$ cat config.mk
export PLATFORM = sky130hd
export DESIGN_NAME = apb_ram_req_arbiter
export DESIGN_NICKNAME = d
export VERILOG_FILES = /design/src/rtl/apb_ram_req_arbiter.sv
export SDC_FILE = /design/constraint.sdc
export NUM_CORES = 1
export LEC_CHECK = 0
export BUFFER_PORTS_ARGS = -buffer_cell sky130_fd_sc_hd__buf_4
export CAP_MARGIN = 10
export CELL_PAD_IN_SITES_DETAIL_PLACEMENT = 1
export CELL_PAD_IN_SITES_GLOBAL_PLACEMENT = 2
export CORE_UTILIZATION = 21
export DETAILED_ROUTE_END_ITERATION = 6
export GPL_ROUTABILITY_DRIVEN = 0
export PLACE_DENSITY = 0.79
export SETUP_SLACK_MARGIN = 0.2
export SKIP_CTS_REPAIR_TIMING = 1
export SLEW_MARGIN = 20
export SYNTH_ARGS = -nofsm -noshare
export SYNTH_HDL_FRONTEND = slang
export SYNTH_SLANG_ARGS = --single-unit
$ cat constraint.sdc
create_clock -name clk -period 3 [get_ports clk]
set_input_delay 0.6 -clock clk [delete_from_list [all_inputs] [get_ports clk]]
set_output_delay 0.6 -clock clk [all_outputs]
set_load 0.01 [all_outputs]
$ cat src/rtl/apb_ram_req_arbiter.sv
// Round-robin arbiter sharing one APB RAM slave between NUM_REQ requesters.
// Optional ACCESS-phase timeout enabled by defining APB_TIMEOUT_EN.
module apb_ram_req_arbiter #(
  parameter int unsigned NUM_REQ        = 4,
  parameter int unsigned ADDR_W         = 8,
  parameter int unsigned DATA_W         = 32,
  parameter int unsigned TIMEOUT_CYCLES = 16
) (
  input  logic                       clk,
  input  logic                       rst,
  input  logic [NUM_REQ-1:0]         req,
  input  logic [NUM_REQ-1:0]         req_wr,
  input  logic [NUM_REQ*ADDR_W-1:0]  req_addr,
  input  logic [NUM_REQ*DATA_W-1:0]  req_wdata,
  output logic [NUM_REQ-1:0]         gnt,
  output logic [NUM_REQ-1:0]         done,
  output logic [DATA_W-1:0]          rdata_o,
  output logic                       err_o,
  output logic                       timeout_o,
  output logic                       busy_o,
  output logic [ADDR_W-1:0]          paddr,
  output logic                       wr_en,
  output logic                       psel,
  output logic                       pen,
  output logic [DATA_W-1:0]          pwdata,
  input  logic [DATA_W-1:0]          prdata,
  input  logic                       pready,
  input  logic                       pselverr
);

  localparam int unsigned PW = (NUM_REQ > 2) ? $clog2(NUM_REQ) : 1;

  typedef enum logic [1:0] {IDLE, SETUP, ACCESS} state_t;

  state_t              state, state_nxt;
  logic [PW-1:0]       rr_ptr, rr_ptr_nxt;
  logic [PW-1:0]       win;
  logic                win_vld;
  logic [ADDR_W-1:0]   sel_addr;
  logic [DATA_W-1:0]   sel_wdata;
  logic                sel_wr;
  logic [NUM_REQ-1:0]  gnt_nxt;
  logic [ADDR_W-1:0]   paddr_nxt;
  logic [DATA_W-1:0]   pwdata_nxt;
  logic                wr_en_nxt, psel_nxt, pen_nxt;
  logic                tmo_hit;
  logic                acc_end;

  // First active request at or after rr_ptr, wrapping modulo NUM_REQ
  always_comb begin
    int unsigned idx;
    idx     = 0;
    win     = '0;
    win_vld = 1'b0;
    for (int unsigned i = 0; i < NUM_REQ; i++) begin
      idx = (32'(rr_ptr) + i) % NUM_REQ;
      if (!win_vld && req[PW'(idx)]) begin
        win     = PW'(idx);
        win_vld = 1'b1;
      end
    end
  end

  // Field mux for the selected requester
  always_comb begin
    sel_addr  = '0;
    sel_wdata = '0;
    sel_wr    = 1'b0;
    for (int unsigned i = 0; i < NUM_REQ; i++) begin
      if (PW'(i) == win) begin
        sel_addr  = req_addr[i*ADDR_W +: ADDR_W];
        sel_wdata = req_wdata[i*DATA_W +: DATA_W];
        sel_wr    = req_wr[i];
      end
    end
  end

`ifdef APB_TIMEOUT_EN
  localparam int unsigned CW = $clog2(TIMEOUT_CYCLES) + 1;

  logic [CW-1:0] tmo_cnt;

  // Counts ACCESS wait cycles; cleared while in SETUP
  always_ff @(posedge clk or posedge rst) begin
    if (rst) begin
      tmo_cnt <= '0;
    end else if (state == SETUP) begin
      tmo_cnt <= '0;
    end else if (state == ACCESS && !pready) begin
      tmo_cnt <= tmo_cnt + CW'(1);
    end
  end

  assign tmo_hit = (state == ACCESS) && !pready && (tmo_cnt == CW'(TIMEOUT_CYCLES - 1));
`else
  assign tmo_hit = 1'b0;
`endif

  assign acc_end   = (state == ACCESS) && (pready || tmo_hit);
  assign done      = acc_end ? gnt : '0;
  assign rdata_o   = (acc_end && pready && !wr_en) ? prdata : '0;
  assign err_o     = acc_end && (pready ? pselverr : 1'b1);
  assign timeout_o = tmo_hit;
  assign busy_o    = (state != IDLE);

  always_comb begin
    state_nxt  = state;
    rr_ptr_nxt = rr_ptr;
    gnt_nxt    = gnt;
    paddr_nxt  = paddr;
    wr_en_nxt  = wr_en;
    pwdata_nxt = pwdata;
    psel_nxt   = psel;
    pen_nxt    = pen;
    case (state)
      IDLE: begin
        if (win_vld) begin
          paddr_nxt  = sel_addr;
          wr_en_nxt  = sel_wr;
          pwdata_nxt = sel_wdata;
          psel_nxt   = 1'b1;
          pen_nxt    = 1'b0;
          gnt_nxt    = NUM_REQ'(1) << win;
          rr_ptr_nxt = PW'((32'(win) + 1) % NUM_REQ);
          state_nxt  = SETUP;
        end
      end
      SETUP: begin
        pen_nxt   = 1'b1;
        state_nxt = ACCESS;
      end
      ACCESS: begin
        if (acc_end) begin
          psel_nxt  = 1'b0;
          pen_nxt   = 1'b0;
          gnt_nxt   = '0;
          state_nxt = IDLE;
        end
      end
      default: state_nxt = IDLE;
    endcase
  end

  always_ff @(posedge clk or posedge rst) begin
    if (rst) begin
      state  <= IDLE;
      rr_ptr <= '0;
      gnt    <= '0;
      paddr  <= '0;
      wr_en  <= 1'b0;
      pwdata <= '0;
      psel   <= 1'b0;
      pen    <= 1'b0;
    end else begin
      state  <= state_nxt;
      rr_ptr <= rr_ptr_nxt;
      gnt    <= gnt_nxt;
      paddr  <= paddr_nxt;
      wr_en  <= wr_en_nxt;
      pwdata <= pwdata_nxt;
      psel   <= psel_nxt;
      pen    <= pen_nxt;
    end
  end

endmodule

==> key figures <==
Clock tree
  – TritonCTS clock tree: yes
  – Number of CTS-inserted buffers: 5
  – # clock sinks: 51
  – Worst skew pair latency: 0.30 ns
  – Clock Pin Slew Worst Setup and Hold Paths: 0.08 ns
  – Clock Path Buffers: 2
  – H-tree lvl count: 2
  – Root buf cell: clkbuf_16

Floorplan
  – Row cnt: 49
  – Die ar.: 0.0190 mm^2
  – Core Area: 0.0180 mm^2
  – Starting Density: 0.214
  – IO Pins: 290
  – Die Ht: 138 um
  – Die width: 138 um

STA
  – Min cycle time layout: 2.60 ns
  – RSZ-0062 raised after global routing: no
  – Fin crit share: 0.866
  – Hold Vio Cnt, Final: 0
  – Setup-failing EPs final: 0
  – Slew Viols, Final: 0
  – Slew @ Worst Pin: 0.714 ns
  – Max-slew headroom: 0.524
  – Fmax: 385 MHz
  – TNS Setup: 0 ns
  – Clock Skew: 0.00801 ns
  – Worst Slack Setup Final: 0.403 ns

Global route
  – Initial antenna violation count: 1
  – First-pass GRT wire length: 22.7 mm
  – All-Layer GR Usage: 0.158
  – Vias in the first global route: 4361
  – GRT Residual Overflow: 0
  – Pin count of the biggest net entering global routing: 56

Detailed routing
  – DRT antenna net count: 0
  – Via density: 4.67
  – Average wire per standard cell: 17.8 um
  – DRC viols: 0
  – First-pass DRT Iterations: 4
  – DR iter-0 viols: 147
  – Total Routed Length: 16.5 mm
  – DR vias: 4326

Synth
  – Syn nets: 634
  – Area share of fa/ha/maj cells after synthesis: 0.0129
  – Main combinational cell family by area after synthesis: compound AO/OA/AOI/OAI gates
  – Post-synthesis xor/xnor area fraction: 0
  – Post-synth EDFFs: 0
  – Synth Register Bits: 51
  – Sequential area share after synthesis: 0.330
  – Top_reg_cell synth: dfrtp_1
  – Synth cell types: 35
  – Fraction of registers with async set/reset: 1.00
  – Post-synthesis cell area: 0.00387 mm^2
  – Mapped Cells: 426
  – Synth warnings: 0
  – Post-synthesis mux area share: 0.00583
  – Synthesized area per cell: 9.08 um^2
  – Post-synthesis simple-gate area fraction: 0.172
  – Compound-Gate Fraction of Synth Area: 0.339

Critical path
  – CP Buf/Inv Count: 1
  – Worst Setup Start Kind: register
  – Worst path max stage delay: 0.52 ns
  – Worst EP required: 3.23 ns
  – Slowest library cell on the worst path: nor2b_4
  – Data arrival time of the critical path: 2.82 ns
  – Crit path launch: rr_ptr[0]$_DFFE_PP0P_
  – R2r worst-path depth: 9
  – Crit path kind: register to register
  – Delay-heaviest family, CP: compound AO/OA/AOI/OAI gates
  – Reg2reg setup slack: 0.40 ns
  – Crit path cell chain: nand2b_1 -> nor2b_1 -> o22a_1 -> inv_1 -> ha_1 -> nor2b_4 -> a221oi_1 -> a211o_1 -> a31oi_2
  – Cell count along the critical path: 9
  – Critical path fanouts, max: 10
  – Critical Path End: pwdata[23]$_DFFE_PP0P_
  – Worst R2R End: pwdata[23]$_DFFE_PP0P_
  – Setup crit end kind: register
  – Worst r2r src: rr_ptr[0]$_DFFE_PP0P_

Power
  – Pleak: 3.08 nW
  – Peak supply drop: 0.000470 V
  – Power Dens Cells: 864 mW/mm^2

Layout
  – Area growth syn-to-layout: 65.2%
  – Final non-filler cell total: 927
  – Util after Layout: 0.354
  – Final #Nets: 904
  – Final Cell Area: 0.00639 mm^2
  – Fill cells: 2137
  – Share of layout cells above drive strength 1: 0.521

Placed design
  – Placed standard-cell area: 0.00616 mm^2
  – PortBufs: 288
  – Post-Place Setup Slack: -0.261 ns
  – Final HPWL DP: 12.2 mm
  – DP Cell Count: 913

Job
  – Max_cap viols: 0

Min path
  – Hold WC Path Type: register to register

Run status
  – Status: complete, no violations
cells by family (layout without fill, tap and decap cells):
logic type                 Yosys count  after routing
AOI/OAI and AO/OA                  140            140
other                                1              2
buffers and inverters               87            355
and+or+nand+nor                    141            144
DFF                                 51             51
adders and majority gates            4              4
muxes                                2              2
synthesized netlist by cell type (2+ instances only):
cell,number,share of area
buf_4,5,0.0097
clkbuf_1,12,0.012
a211o_1,40,0.091
a21o_1,2,0.0039
a21oi_1,7,0.0091
inv_1,43,0.042
a31oi_2,39,0.13
dfrtp_1,51,0.33
nand2_1,49,0.048
ha_1,4,0.013
bufinv_16,3,0.023
nand2b_1,2,0.0032
o21ai_1,5,0.0065
buf_6,8,0.023
o21ai_0,2,0.0026
buf_2,12,0.016
nor2b_1,2,0.0032
a221oi_1,40,0.091
clkbuf_8,4,0.014
and2_1,37,0.060
nor2_1,45,0.044
worst register-to-register path, delay by kind of cell, from the launching register on:
| kind | cells | cell delay, ns |
|---|---|---|
| DFF | 1 | 0.42 |
| AOI/OAI and AO/OA | 4 | 0.83 |
| and+or+nand+nor | 3 | 0.82 |
| buffers and inverters | 1 | 0.09 |
| adders and majority gates | 1 | 0.34 |
worst min path at each step:
stage | endpoint | cells after the start | startpoint
CTS | psel$_DFFE_PP0P_ | 1 | psel$_DFFE_PP0P_
floorplan | pen$_DFFE_PP0P_ | 1 | state[1]$_DFFE_PP0P_
detailed placement | psel$_DFFE_PP0P_ | 1 | psel$_DFFE_PP0P_
global route | psel$_DFFE_PP0P_ | 1 | psel$_DFFE_PP0P_
global placement | psel$_DFFE_PP0P_ | 1 | psel$_DFFE_PP0P_
finish | psel$_DFFE_PP0P_ | 1 | psel$_DFFE_PP0P_
stage by stage:
stage	total power [mW]	hold slack (ns)
floorplan	3.61	0.494
global placement	4.75	0.475
detailed placement	4.84	0.474
CTS	5.48	0.492
global route	5.98	0.508
finish	5.52	0.491
report_power, final:
| part | switching (mW) | internal [mW] | leakage [nW] |
|---|---|---|---|
| combinational | 1.90 | 1.72 | 2.42 |
| sequential | 0.239 | 1.06 | 0.591 |
| clock | 0.291 | 0.313 | 0.0664 |
flip-flops by register name (all words and copies together) (netlist names):
register / count
paddr: 8
gnt: 4
pwdata: 32
pen: 1
psel: 1
rr_ptr: 2
state: 2
wr_en: 1
placed cells by master, fill, tap and decap left out, drive strengths merged, types with 2 or more instances in the layout:
cell type	instances
a21o	2
bufinv	3
a211o	40
clkbuf	5
o21ai	7
a21oi	7
inv	44
dfrtp	51
a31oi	40
clkinvlp	2
nand2b	2
mux2	2
buf	301
a221oi	40
nor2	46
nor2b	6
ha	4
nand2	49
and2	37
cell type report:
class                      count  area (um^2)  area share
inverter                      46          251      0.0394
clock inverter                 3         23.8     0.00372
antenna                        1         2.50    0.000392
sequential                    51         1280       0.200
multi-input combinational    291         2110       0.330
timing repair buffer         301         2310       0.362
tap                          229          287      0.0448
clock buffer                   5          125      0.0196
per-layer routing:
layer	GRT usage	vias to the layer above	part of all wire
li1	-	2064	-
met1	0.155	2065	0.35
met2	0.317	188	0.56
met3	0.0423	9	0.080
met4	0.0427	0	0.012
met5	0	-	0
(Power assumes the default switching activity.)
